### src/rtl/mem_arb_pkg.sv
// Shared types and default constants for the instruction/data memory port arbiter.
// Both the top level and the priority sub-module import this package.
package mem_arb_pkg;

   localparam int ABUS_DEF       = 32;
   localparam int DBUS_DEF       = 32;
   localparam int RD_LAT_DEF     = 1;
   localparam int STARVE_MAX_DEF = 4;

   // Counter widths cover the legal parameter ranges (RD_LAT 1..4, STARVE_MAX 1..7).
   localparam int WAIT_W   = 2;
   localparam int STARVE_W = 3;

   typedef enum logic [1:0] {
      IDLE  = 2'd0,
      ISSUE = 2'd1,
      WAIT  = 2'd2
   } state_t;

   typedef enum logic {
      FETCH = 1'b0,
      DATA  = 1'b1
   } req_id_t;

endpackage

### src/rtl/mem_arb_priority.sv
// Winner selection between the fetch and data requesters.
// Data normally wins; fetch wins once it has been passed over STARVE_MAX times in a row.
module mem_arb_priority
   import mem_arb_pkg::*;
#(
   parameter int STARVE_MAX = STARVE_MAX_DEF
) (
   input  logic    clk,
   input  logic    rst,
   input  logic    sample,
   input  logic    if_req,
   input  logic    d_req,
   output req_id_t winner,
   output logic    any_req
);

   localparam logic [STARVE_W-1:0] STARVE_LIM = STARVE_W'(STARVE_MAX);

   logic [STARVE_W-1:0] starve_cnt;

   always_comb begin
      any_req = if_req | d_req;
      winner  = FETCH;
      if (d_req && !(if_req && (starve_cnt == STARVE_LIM)))
         winner = DATA;
   end

   // Only grants made while fetch is waiting count toward starvation.
   always_ff @(posedge clk or negedge rst) begin
      if (!rst) begin
         starve_cnt <= '0;
      end else if (sample && any_req) begin
         if (winner == FETCH)
            starve_cnt <= '0;
         else if (if_req && (starve_cnt != STARVE_LIM))
            starve_cnt <= starve_cnt + 1'b1;
      end
   end

endmodule

### src/rtl/mem_port_arbiter.sv
// Shares one single-port memory between an instruction-fetch port and a load/store port,
// one transaction in flight at a time, with fixed read latency.
//
// state | meaning
// IDLE  | no transaction; requests sampled every edge
// ISSUE | one cycle: latched address/data on the memory bus, gnt pulse
// WAIT  | read in flight, RD_LAT cycles counted down; data captured on the last one
module mem_port_arbiter
   import mem_arb_pkg::*;
#(
   parameter int ABUS       = ABUS_DEF,
   parameter int DBUS       = DBUS_DEF,
   parameter int RD_LAT     = RD_LAT_DEF,
   parameter int STARVE_MAX = STARVE_MAX_DEF
) (
   input  logic            clk,
   input  logic            rst,
   input  logic            if_req,
   input  logic [ABUS-1:0] if_addr,
   output logic            if_gnt,
   output logic            if_valid,
   output logic [DBUS-1:0] if_rdata,
   input  logic            d_req,
   input  logic            d_we,
   input  logic [ABUS-1:0] d_addr,
   input  logic [DBUS-1:0] d_wdata,
   output logic            d_gnt,
   output logic            d_valid,
   output logic [DBUS-1:0] d_rdata,
   output logic [ABUS-1:0] mem_addr,
   output logic [DBUS-1:0] mem_wdata,
   output logic            mem_we,
   output logic            mem_re,
   input  logic [DBUS-1:0] mem_rdata,
   output logic            busy
);

   state_t              state;
   req_id_t             cur_id;
   req_id_t             winner;
   logic                any_req;
   logic [WAIT_W-1:0]   wait_cnt;

   mem_arb_priority #(
      .STARVE_MAX (STARVE_MAX)
   ) u_priority (
      .clk     (clk),
      .rst     (rst),
      .sample  (state == IDLE),
      .if_req  (if_req),
      .d_req   (d_req),
      .winner  (winner),
      .any_req (any_req)
   );

   assign busy = (state != IDLE);

   always_ff @(posedge clk or negedge rst) begin
      if (!rst) begin
         state     <= IDLE;
         cur_id    <= FETCH;
         wait_cnt  <= '0;
         if_gnt    <= 1'b0;
         if_valid  <= 1'b0;
         if_rdata  <= '0;
         d_gnt     <= 1'b0;
         d_valid   <= 1'b0;
         d_rdata   <= '0;
         mem_addr  <= '0;
         mem_wdata <= '0;
         mem_we    <= 1'b0;
         mem_re    <= 1'b0;
      end else begin
         if_gnt   <= 1'b0;
         d_gnt    <= 1'b0;
         mem_re   <= 1'b0;
         mem_we   <= 1'b0;
         if_valid <= 1'b0;
         d_valid  <= 1'b0;
         case (state)
            IDLE: begin
               if (any_req) begin
                  state  <= ISSUE;
                  cur_id <= winner;
                  if (winner == DATA) begin
                     mem_addr  <= d_addr;
                     mem_wdata <= d_wdata;
                     mem_we    <= d_we;
                     mem_re    <= ~d_we;
                     d_gnt     <= 1'b1;
                  end else begin
                     mem_addr  <= if_addr;
                     mem_wdata <= '0;
                     mem_re    <= 1'b1;
                     if_gnt    <= 1'b1;
                  end
               end
            end
            ISSUE: begin
               // mem_we is still high here only for stores, which need no read wait.
               wait_cnt <= WAIT_W'(RD_LAT - 1);
               state    <= mem_we ? IDLE : WAIT;
            end
            WAIT: begin
               if (wait_cnt == '0) begin
                  state <= IDLE;
                  if (cur_id == FETCH) begin
                     if_valid <= 1'b1;
                     if_rdata <= mem_rdata;
                  end else begin
                     d_valid <= 1'b1;
                     d_rdata <= mem_rdata;
                  end
               end else begin
                  wait_cnt <= wait_cnt - 1'b1;
               end
            end
            default: state <= IDLE;
         endcase
      end
   end

endmodule
### config.mk
export PLATFORM = sky130hd
export DESIGN_NAME = mem_port_arbiter
export DESIGN_NICKNAME = d
export VERILOG_FILES = /design/src/rtl/mem_arb_pkg.sv /design/src/rtl/mem_arb_priority.sv /design/src/rtl/mem_port_arbiter.sv
export SDC_FILE = /design/constraint.sdc
export NUM_CORES = 1
export LEC_CHECK = 0
export CORE_MARGIN = 2
export CORE_UTILIZATION = 44
export CTS_CLUSTER_DIAMETER = 40
export DETAILED_ROUTE_END_ITERATION = 7
export DONT_BUFFER_PORTS = 1
export GPL_TIMING_DRIVEN = 0
export PLACE_DENSITY = 0.61
export SETUP_SLACK_MARGIN = 0.05
export SYNTH_ARGS = -nofsm -noshare
export SYNTH_HDL_FRONTEND = slang
export SYNTH_HIERARCHICAL = 1
export SYNTH_SLANG_ARGS = --single-unit
### constraint.sdc
create_clock -name clk -period 4.82 [get_ports clk]
set_input_delay 0.482 -clock clk [delete_from_list [all_inputs] [get_ports clk]]
set_output_delay 0.482 -clock clk [all_outputs]
set_load 0.05 [all_outputs]
* Word level (Yosys, flattened, before mapping)
Cells that the tools add are included.
Storage, ports and cells: input bits 133, logic and storage cells 71, bits in registers 142, output and inout bits 135
Operators by class: add/subtract/negate cells 2, bitwise logic cells 3, eq/ne operators 8, reductions and logical operators 15, mux-type cells 29
Operators with widths (number):
- $mux 32 | 2
- $mux 1 | 19
- $mux 2 | 4
- $reduce_and 2->1 | 4
- $mux 3 | 2
- $ne 2x2->1 const B | 3
- $pmux 2 s3 | 1
- $reduce_and 3->1 | 2
- $logic_and 1x1->1 | 4
- $logic_not 2->1 | 2
- $pmux 2 s2 | 1
- $reduce_bool 2->1 | 2
- $add 3x1->3 const B | 1
- $eq 3x3->1 const B | 1
- $ne 3x3->1 const B | 1
- $eq 2x1->1 const B | 1
- $eq 2x2->1 const B | 1
- $ne 2x1->1 const B | 1
- $not 1->1 | 2
- $sub 2x1->2 const B | 1
- $logic_not 1->1 | 1
- $or 1x1->1 | 1

* Depth between registers and ports, before layout
Gate-level depths: netlist (run 1).
depth in word-level cells 8, gate-level depth with buffers 8

* Cells and area by module
Netlist (run 1), hierarchy kept.
Modules (own cells, without submodules):
- mem_port_arbiter | times used 1, cells each 452, area an instance 5564.1 um^2
- mem_arb_priority | times used 1, cells each 21, area an instance 212.7 um^2

* Worst setup path before layout (run 1)
No wires, ideal clock.
path kind register -> register, from register u_priority.starve_cnt[0], to register mem_wdata[23], data required time 4.754 ns, arrival 1.760 ns, stages on the path, launching flop included 9, setup slack 2.993 ns, cells stage by stage dfrtp_1 inv_1 ha_1 a31oi_1 buf_2 clkbuf_1 clkbuf_1 nand3_1 nand2_1
On the way: longest elaborated chain between the ends 6
RTL lines:
- start, declared | RTL line mem_arb_priority.sv:19 | logic [STARVE_W-1:0] starve_cnt;
- start signal, assigned | RTL line mem_arb_priority.sv:36 | starve_cnt <= starve_cnt + 1'b1;
- $eq 3x3->1 | RTL line mem_arb_priority.sv:24 | if (d_req && !(if_req && (starve_cnt == STARVE_LIM)))
- $logic_and 1x1->1 | RTL line mem_arb_priority.sv:24
- $logic_not 1->1 | RTL line mem_arb_priority.sv:24
- $logic_and 1x1->1 | RTL line mem_arb_priority.sv:24
- $mux 1 | RTL line mem_arb_priority.sv:24
- via winner | RTL line mem_port_arbiter.sv:40 | req_id_t winner;
- $mux 32 | RTL line mem_port_arbiter.sv:85 | if (winner == DATA) begin
- end signal, assigned | RTL line mem_port_arbiter.sv:87 | mem_wdata <= d_wdata;
- end, declared | RTL line mem_port_arbiter.sv:31 | output logic [DBUS-1:0] mem_wdata,
The timed path passes the listed nets, and every way through them passes these cells. A chain may end at the register's enable or synchronous reset.

* Final worst setup path (run 1)
from register u_priority.starve_cnt[0], to register mem_wdata[6]
The elaborated chain is that of the path after synthesis.

==> reports/metrics.cfg, run 1 <==
[placement]
dp_hpwl_um = 9850
io_buffer_count = 0
place_congestion = 0.783
place_ws_ps = 2530

[synth]
syn-instance-count = 473
ys_seq_area_share_pct = 61.5
syn-num-nets = 610
synth_warnings = 6
syn_area_um2 = 5780
synthTopCellsByArea = dfrtp_1 62%, mux2_2 12%, nand2_1 6.4%, mux2i_1 5.5%, nand3_1 2.9%
netlist.area_leader.share_pct = 61.5
synth_cell_types = 32
yosys.area.top_type = dfrtp_1
avgSynthCellArea_um2 = 12.2
synth.ff_latch_count = 142

[global_routing]
grt_max_degree = 143
grt_pass1_wl_um = 21000
grt.total_usage_pct = 19.6
grt_pass1_vias = 3866
overflow = 0
antenna_found_initial = 0

[clocking]
numCtsBuffers = 17
cts_max_path_buffers = 2
cts-root-buf = clkbuf_16
cts_resized = 0
clk_pin_slew_ps = 60
cts_num_sinks = 142
clkLatencyLatePin_ps = 410
htreeDepth = 4
cts_tree = done

[timing]
skew_ps = 7.04
fin_ws_ps = 2510
fin_crit_ps = 2310
max_freq_ghz = 0.432
slew_headroom_pct = 50.1
final-max-slew-violation-count = 0
rsz0062_at_grt = false
hold_ws_ps = -2.50
setup-tns-final_ps = 0
worst_pin_slew_ps = 748
hold_viol = 1
setup_viol = 0
timing.final.crit_share_pct = 48.0

[die]
die_h_um = 119
core_um2 = 12700
start_util_pct = 45.4
num_rows = 41
die_x_um = 119
io_pins = 268
die_area_um2 = 14100

[min_path]
hp-class = primary input to asynchronous set/reset pin

[route]
via_per_inst = 5.42
drcViolationCount = 0
drt.antenna.violating_nets = 0
wl_per_cell_um = 19.9
via_count = 3666
wirelength_um = 13400
first_pass_iters = 4
drt-initial-drc-count = 156

[cells_and_area]
multi_input_area_um2 = 2000
fillers = 1132
area_delta_synth_final_pct = 15.4
final_nets = 630
regArea_um2 = 3550
drive_gt1_share_pct = 23.2
antenna_cells = 0

[critical_path]
ff2ff_path_depth = 8
crit_required_ps = 5160
crit_fanout = 10
cp-start-kind = flip-flop
critical_path_class = flip-flop to flip-flop
arrival_ps = 2660
end_kind = flip-flop
r2r_setup_slack_ps = 2510

[run_status]
violations = hold timing
outcome = finished with violations

[job]
cap_violations = 0

==> registers in the layout, summed over array words and instances (netlist names) <==
name	count
mem_we	1
d_gnt	1
mem_addr	32
mem_wdata	32
if_gnt	1
d_rdata	32
cur_id	1
wait_cnt	2
u_priority/starve_cnt	3
mem_re	1
d_valid	1
state	2
if_rdata	32
if_valid	1
==> final cells by class <==
cell class	instances	share of cell area (%)
Sequential cell	142	53.3
Multi-Input combinational cell	291	30.1
Clock buffer	20	6.85
Tap cell	172	3.23
Clock inverter	10	2.82
Buffer	29	2.67
Inverter	11	0.620
Timing Repair Buffer	1	0.413
==> Yosys cell counts <==
cell type and n:
dfrtp_1 142, nand2_1 98, mux2_2 64, nand3_1 34, mux2i_1 32, o21ai_0 32, clkbuf_1 14, inv_1 10
buf_6 8, buf_2 7, ha_1 4, a21o_1 3, a22o_1 3, a21oi_1 2, nor2_1 2, or2_2 2
a21bo_2 1, a21boi_0 1, a31oi_1 1, a41o_1 1, and2_1 1, and2_2 1, and3_1 1, inv_2 1
nand4bb_1 1, nor2b_2 1, nor3_1 1, nor3b_4 1, o22ai_1 1, o311ai_2 1, o31ai_1 1, or3b_1 1
==> worst max-delay path, stage by stage, from the launching register on <==
cell	delay, ps
dfrtp_1	380
inv_1	70
ha_1	240
a31oi_1	190
buf_2	170
clkbuf_1	550
clkbuf_1	410
nand3_1	130
nand2_1	100
==> layout by cell type (no fill, tap or decap), types with 2 or more instances in the layout <==
cell	count
a22o_1	3
a21o_1	3
clkinv_4	2
bufinv_16	5
mux2i_1	32
clkinvlp_4	2
clkbuf_1	15
o21ai_0	32
clkbuf_16	17
or2_2	2
ha_1	4
dfrtp_1	142
buf_6	8
nor2_1	2
buf_2	7
mux2_2	64
a21oi_1	2
nand2_1	98
clkbuf_8	2
nand3_1	34
inv_1	10
==> routing by layer <==
layer,GRT usage [%],share of wire [%],vias up
li1,-,-,1652
met1,20.8,37,1776
met2,32.4,49,212
met3,9.65,11,26
met4,9.67,2.7,0
met5,0,0,-
==> logic make-up after synthesis <==
| kind of cell | share of synthesized area, % |
|---|---|
| and+or+nand+nor | 10.9 |
| DFF | 61.5 |
| muxes | 18.0 |
| AOI/OAI and AO/OA | 4.90 |
| buffers and inverters | 3.79 |
| adders and majority gates | 0.866 |
==> worst paths after layout <==
check / startpoint / end
max: u_priority/starve_cnt[0]$_DFFE_PN0P_ / mem_wdata[6]$_DFFE_PN0P_
min: rst / d_rdata[6]$_DFFE_PN0P_
max reg2reg: u_priority/starve_cnt[0]$_DFFE_PN0P_ / mem_wdata[6]$_DFFE_PN0P_
min reg2reg: wait_cnt[1]$_DFFE_PN0P_ / wait_cnt[1]$_DFFE_PN0P_
max in group asynchronous: rst / mem_wdata[5]$_DFFE_PN0P_
min in group clk: d_we / mem_re$_DFF_PN0_
==> timing repair <==
| action | 4_1_cts | 5_1_grt |
|---|---|---|
| hold buffers | 1 | 0 |
| buffers inserted | 0 | 0 |
| hold endpoints to repair | 142 | 0 |
==> metrics by stage <==
step                      hold slack (ps)  instances  instance area [um^2]  utilization (%)
after CTS                            84.3        676                  6660             52.4
final                               -2.50        676                  6660             52.4
after floorplan                       186        473                  5780                -
after global placement                189        645                  5990             47.1
after global routing                  103        676                  6660             52.4
after detailed placement              189        645                  5990             47.1
Power of run 1 is left out: the tool's default activity adds up to more than one toggle a clock period on the data nets, which glitch-free logic cannot reach.
==> run 2, diff against run 1 <==
PLACE_DENSITY = 0.63   (was 0.61)
clock period = 2 ns   (was 4.82 ns; I/O delays follow)
==> run 2 against run 1 <==
- the run still ends with hold timing left
- register-to-register slack worse by 2300 ps
- utilization up 8.2 points
- fmax grew 28%
- largest cell class unchanged
==> reports/metrics.cfg, run 2 (synthesized netlist as in run 1, its figures left out) <==
[die]
start_util_pct = 45.4  ; unchanged
die_h_um = 119  ; unchanged
io_pins = 268  ; unchanged
die_x_um = 119  ; unchanged
num_rows = 41  ; unchanged
core_um2 = 12700  ; unchanged
die_area_um2 = 14100  ; unchanged

[clocking]
holdBufCountCts = 115  ; was 1
cts_tree = done  ; unchanged
htreeDepth = 4  ; unchanged
cts_num_sinks = 142  ; unchanged
cts_max_path_buffers = 2  ; unchanged
clkLatencyLatePin_ps = 410  ; about the same
numCtsBuffers = 17  ; unchanged
clk_pin_slew_ps = 60  ; about the same
cts-root-buf = clkbuf_16  ; unchanged

[timing]
fin_ws_ps = 199  ; was 2510 ps
skew_ps = 10.1  ; was 7.04 ps
max_freq_ghz = 0.555  ; was 0.432 GHz
timing.final.crit_share_pct = 90.1  ; was 48.0%
hold_ws_ps = -515  ; was -2.50 ps
slew_headroom_pct = 62.9  ; was 50.1%
rsz0062_at_grt = false  ; unchanged
fin_crit_ps = 1800  ; was 2310 ps
setup_viol = 0  ; unchanged
worst_pin_slew_ps = 556  ; was 748 ps
setup-tns-final_ps = 0  ; unchanged
final-max-slew-violation-count = 0  ; unchanged
hold_viol = 142  ; was 1

[critical_path]
critical_path_class = flip-flop to flip-flop  ; unchanged
max_stage_delay_ps = 390  ; was 550 ps
ff2ff_path_depth = 5  ; was 8
end_kind = flip-flop  ; unchanged
cp-start-kind = flip-flop  ; unchanged
crit_required_ps = 2280  ; was 5160 ps
slowest_stage = dfrtp_1  ; was clkbuf_1
arrival_ps = 2090  ; was 2660 ps
cp_cell_sequence = inv_1, ha_1, nand3_1, buf_2, mux2_2  ; was inv_1, ha_1, a31oi_1, buf_2, clkbuf_1, clkbuf_1, nand3_1, nand2_1
r2r-end = d_rdata[15]$_DFFE_PN0P_  ; was mem_wdata[6]$_DFFE_PN0P_
r2r_setup_slack_ps = 200  ; was 2510 ps
crit_fanout = 10  ; unchanged
rr_startpoint = wait_cnt[0]$_DFFE_PN0P_  ; was u_priority/starve_cnt[0]$_DFFE_PN0P_

[route]
wl_per_cell_um = 18.8  ; was 19.9 um
first_pass_iters = 4  ; unchanged
drt.antenna.violating_nets = 0  ; unchanged
wirelength_um = 14900  ; was 13400 um
via_count = 4139  ; was 3666
via_per_inst = 5.23  ; was 5.42
drt-initial-drc-count = 167  ; was 156
drcViolationCount = 0  ; unchanged

[placement]
dp_hpwl_um = 9830  ; was 9850 um
io_buffer_count = 0  ; unchanged
dp_cells = 645  ; unchanged
place_ws_ps = -285  ; was 2530 ps
place_congestion = 0.855  ; was 0.783

[min_path]
hp-class = primary input to asynchronous set/reset pin  ; unchanged

[power_and_ir_drop]
power_density_nw_per_um2 = 2010
totalPowerFinal_mw = 15.5
irDropWorstVdd_uv = 895
p_leak_nw = 3.61

[cells_and_area]
instances_no_fill = 791  ; was 676
final_nets = 746  ; was 630
antenna_cells = 0  ; unchanged
area_delta_synth_final_pct = 33.5  ; was 15.4%
layout_commonest_cell = dfrtp_1  ; unchanged
drive_gt1_share_pct = 19.4  ; was 23.2%
final_cell_mix = 142 x dfrtp_1, 115 x dlygate4sd3_1, 98 x nand2_1, 64 x mux2_2, 34 x nand3_1  ; was 142 x dfrtp_1, 98 x nand2_1, 64 x mux2_2, 34 x nand3_1

[global_routing]
grt_pass1_vias = 4523  ; was 3866
grt_max_degree = 143  ; unchanged
antenna_found_initial = 0  ; unchanged
grt.total_usage_pct = 21.5  ; was 19.6%
grt_pass1_wl_um = 23500  ; was 21000 um
overflow = 0  ; unchanged

[run_status]
outcome = finished with violations  ; unchanged
violations = hold timing  ; unchanged

[job]
cap_violations = 0  ; unchanged

==> run 2: changes by cell type in the layout (fill, tap and decap cells not counted) <==
cell,previous run,this run
bufinv_16,5,1
clkbuf_4,0,5
clkbuf_1,15,12
clkinv_2,1,2
buf_4,0,3
clkinv_4,2,1
dlygate4sd3_1,0,115
buf_16,1,0
==> run 2: cell type report <==
cell class                      instances  area (um^2)
Buffer                                 29          200
Tap cell                              172          215
Sequential cell                       142         3550
Multi-Input combinational cell        291         2000
Inverter                               11         41.3
Timing Repair Buffer                  117         1170
Clock buffer                           23          468
Clock inverter                          6         63.8
Fill cell                            1005         5010
==> run 2: metal layers <==
layer,routed length (um),up-vias,share of wire [%],GRT usage (%)
met3,1230,25,8.3,7.82
met5,0,-,0,0
met1,5660,2021,38,23.0
met4,362,0,2.4,9.75
met2,7640,211,51,37.6
li1,-,1882,-,-
==> run 2: critical path, delay by kind of cell, from the launching register on <==
family,cells,cell delay (ps)
adders and majority gates,1,210
buffers and inverters,2,420
DFF,1,390
muxes,1,380
and+or+nand+nor,1,290
==> run 2: metrics by stage <==
step	utilization [%]	cell area (um^2)
detailed placement	47.1	5990
floorplan	-	5780
CTS	60.4	7680
finish	60.6	7710
global placement	47.1	5990
global route	60.6	7710
==> run 2: how the worst max path moves through the flow <==
stage	from	depth (start not counted)	endpoint	slack (ps)
after floorplan	u_priority/starve_cnt[0]$_DFFE_PN0P_	8	mem_wdata[23]$_DFFE_PN0P_	170
after global placement	u_priority/starve_cnt[0]$_DFFE_PN0P_	8	mem_wdata[20]$_DFFE_PN0P_	-270
after detailed placement	u_priority/starve_cnt[0]$_DFFE_PN0P_	8	mem_wdata[15]$_DFFE_PN0P_	-280
after CTS	u_priority/starve_cnt[0]$_DFFE_PN0P_	8	mem_wdata[15]$_DFFE_PN0P_	100
after global routing	u_priority/starve_cnt[0]$_DFFE_PN0P_	8	mem_wdata[8]$_DFFE_PN0P_	60
final	wait_cnt[0]$_DFFE_PN0P_	5	d_rdata[15]$_DFFE_PN0P_	200
==> run 2: what timing repair did <==
action	4_1_cts	5_1_grt
gates resized for setup	6	13
endpoints found under the hold margin	266	142
setup endpoints to repair	57	73
pin swaps	0	1
setup buffers	0	2
==> run 2: where the power goes <==
group	internal, mW	switching [mW]	leakage, nW
sequential	4.14	5.62	1.75
combinational	1.49	1.45	1.61
clock	1.75	1.09	0.255
total	7.38	8.16	3.61
No activity file was read; power rests on OpenSTA's default activity.
==> run 3, diff against run 2 <==
--- a/constraint.sdc
+++ b/constraint.sdc
@@ -3,2 +3,2 @@
 set_output_delay 0.2 -clock clk [all_outputs]
-set_load 0.05 [all_outputs]
+set_load 0.02 [all_outputs]
==> run 3 against run 2 <==
- the flow still finishes with violations (hold timing)
- critical path depth unchanged
- flip-flop and latch count did not move
- global-route usage unchanged
- clock skew hardly changed
- fmax is essentially flat
- die area stayed put
==> reports/metrics.cfg, run 3 (synthesized netlist as in run 1, its figures left out) <==
[run_status]
outcome = finished with violations  ; unchanged
violations = hold timing  ; unchanged

[critical_path]
r2r-end = d_rdata[15]$_DFFE_PN0P_  ; unchanged
crit_required_ps = 2280  ; about the same
endpoint = d_rdata[15]$_DFFE_PN0P_  ; unchanged
rr_startpoint = wait_cnt[0]$_DFFE_PN0P_  ; unchanged
r2r_setup_slack_ps = 200  ; about the same
cp-start-kind = flip-flop  ; unchanged
arrival_ps = 2080  ; was 2090 ps
critical_path_class = flip-flop to flip-flop  ; unchanged
ff2ff_path_depth = 5  ; unchanged
critPathLaunch = wait_cnt[0]$_DFFE_PN0P_  ; unchanged
crit_fanout = 10  ; unchanged
end_kind = flip-flop  ; unchanged

[global_routing]
grt_pass1_vias = 4523  ; unchanged
overflow = 0  ; unchanged
grt_pass1_wl_um = 23500  ; unchanged
grt_max_degree = 143  ; unchanged
antenna_found_initial = 0  ; unchanged
grt.total_usage_pct = 21.5  ; unchanged

[min_path]
hp-class = primary input to asynchronous set/reset pin  ; unchanged

[route]
drcViolationCount = 0  ; unchanged
wirelength_um = 14900  ; about the same
via_count = 4126  ; was 4139
wl_per_cell_um = 18.8  ; about the same
drt.antenna.violating_nets = 0  ; unchanged
via_per_inst = 5.22  ; was 5.23
first_pass_iters = 4  ; unchanged
drt-initial-drc-count = 162  ; was 167

[cells_and_area]
layout_commonest_cell = dfrtp_1  ; unchanged
drive_gt1_share_pct = 19.4  ; unchanged
regArea_um2 = 3550  ; unchanged
final_nets = 746  ; unchanged
final_cell_mix = 142 x dfrtp_1, 115 x dlygate4sd3_1, 98 x nand2_1, 64 x mux2_2, 34 x nand3_1  ; unchanged
multi_input_area_um2 = 2000  ; unchanged
stdcell_area_um2 = 7710  ; unchanged
area_delta_synth_final_pct = 33.5  ; unchanged
fillers = 1005  ; unchanged
antenna_cells = 0  ; unchanged

[timing]
timing.final.crit_share_pct = 90.0  ; was 90.1%
setup-tns-final_ps = 0  ; unchanged
final-max-slew-violation-count = 0  ; unchanged
hold_ws_ps = -514  ; was -515 ps
worst_pin_slew_ps = 499  ; was 556 ps
fin_crit_ps = 1800  ; about the same
max_freq_ghz = 0.556  ; was 0.555 GHz
setup_viol = 0  ; unchanged
hold_viol = 142  ; unchanged
skew_ps = 10.4  ; was 10.1 ps
rsz0062_at_grt = false  ; unchanged
slew_headroom_pct = 66.7  ; was 62.9%

[die]
io_pins = 268  ; unchanged
die_x_um = 119  ; unchanged
core_um2 = 12700  ; unchanged
num_rows = 41  ; unchanged
die_area_um2 = 14100  ; unchanged
start_util_pct = 45.4  ; unchanged
die_h_um = 119  ; unchanged

[clocking]
cts_tree = done  ; unchanged
cts-root-buf = clkbuf_16  ; unchanged
cts_num_sinks = 142  ; unchanged
numCtsBuffers = 17  ; unchanged
clk_pin_slew_ps = 60  ; about the same
cts_max_path_buffers = 2  ; unchanged
htreeDepth = 4  ; unchanged
holdBufCountCts = 115  ; unchanged
clkLatencyLatePin_ps = 410  ; about the same

[placement]
place_congestion = 0.855  ; unchanged
placed_area_um2 = 5990  ; unchanged
dp_hpwl_um = 9830  ; unchanged
io_buffer_count = 0  ; unchanged

[job]
cap_violations = 0  ; unchanged

[power_and_ir_drop]
power_density_nw_per_um2 = 1630  ; was 2010 nW/um^2
p_leak_nw = 3.61  ; unchanged
irDropWorstVdd_uv = 704  ; was 895 uV

## run 3: cell counts in the layout (fill, tap and decap cells not counted)
Identical to the previous run, type by type.
## run 3: worst min-delay path by stage
stage / start / end / slack [ps] / cells past startpoint
detailed placement: rst / if_rdata[9]$_DFFE_PN0P_ / -90 / 0
finish: rst / mem_wdata[3]$_DFFE_PN0P_ / -510 / 0
global route: rst / if_rdata[3]$_DFFE_PN0P_ / -540 / 0
floorplan: rst / cur_id$_DFFE_PN0P_ / -100 / 0
global placement: rst / d_valid$_DFF_PN0_ / -90 / 0
CTS: rst / if_rdata[9]$_DFFE_PN0P_ / -530 / 0
## run 3: power breakdown
group          leakage, nW  total (mW)  internal [mW]  switching, mW
Sequential            1.75        6.86           4.22           2.64
Clock                0.255        2.85           1.75           1.10
Combinational         1.61        2.90           1.48           1.42
## run 3: cell type report
class / count / area share, %
flip-flops and latches: 142 / 46.1
multi-input cells: 291 / 26.0
repair buffers: 117 / 15.1
clock buffers: 23 / 6.07
well taps: 172 / 2.79
plain buffers: 29 / 2.60
clock inverters: 6 / 0.827
inverters: 11 / 0.535
## run 3: critical path, cell delays in order, from the launching register on
cell     delay [ps]
dfrtp_1         390
inv_1            80
ha_1            210
nand3_1         290
buf_2           340
mux2_2          370
## run 3: timing repair
item                       CTS  global route
buffers inserted             0             2
setup endpoints to repair   57            73
pin swaps                    0             1
hold endpoints to repair   266           142
gates resized for setup      6            13
## run 3: stage by stage
stage               std cells  worst slack, ps  total power [mW]  hold slack, ps  util (%)
detailed placement        645             -285              9.59           -92.3      47.1
CTS                       789             97.1              12.7            -535      60.4
floorplan                 473              173              8.71           -95.6         -
finish                    791              200              12.6            -514      60.6
global route              791             56.8              13.3            -540      60.6
global placement          645             -266              9.41           -92.7      47.1
## run 3: routing by layer
metal	track usage [%]	up-vias	wire [um]
li1	-	1881	-
met1	23.0	2013	5610
met2	37.6	207	7680
met3	7.82	25	1230
met4	9.75	0	359
met5	0	-	0
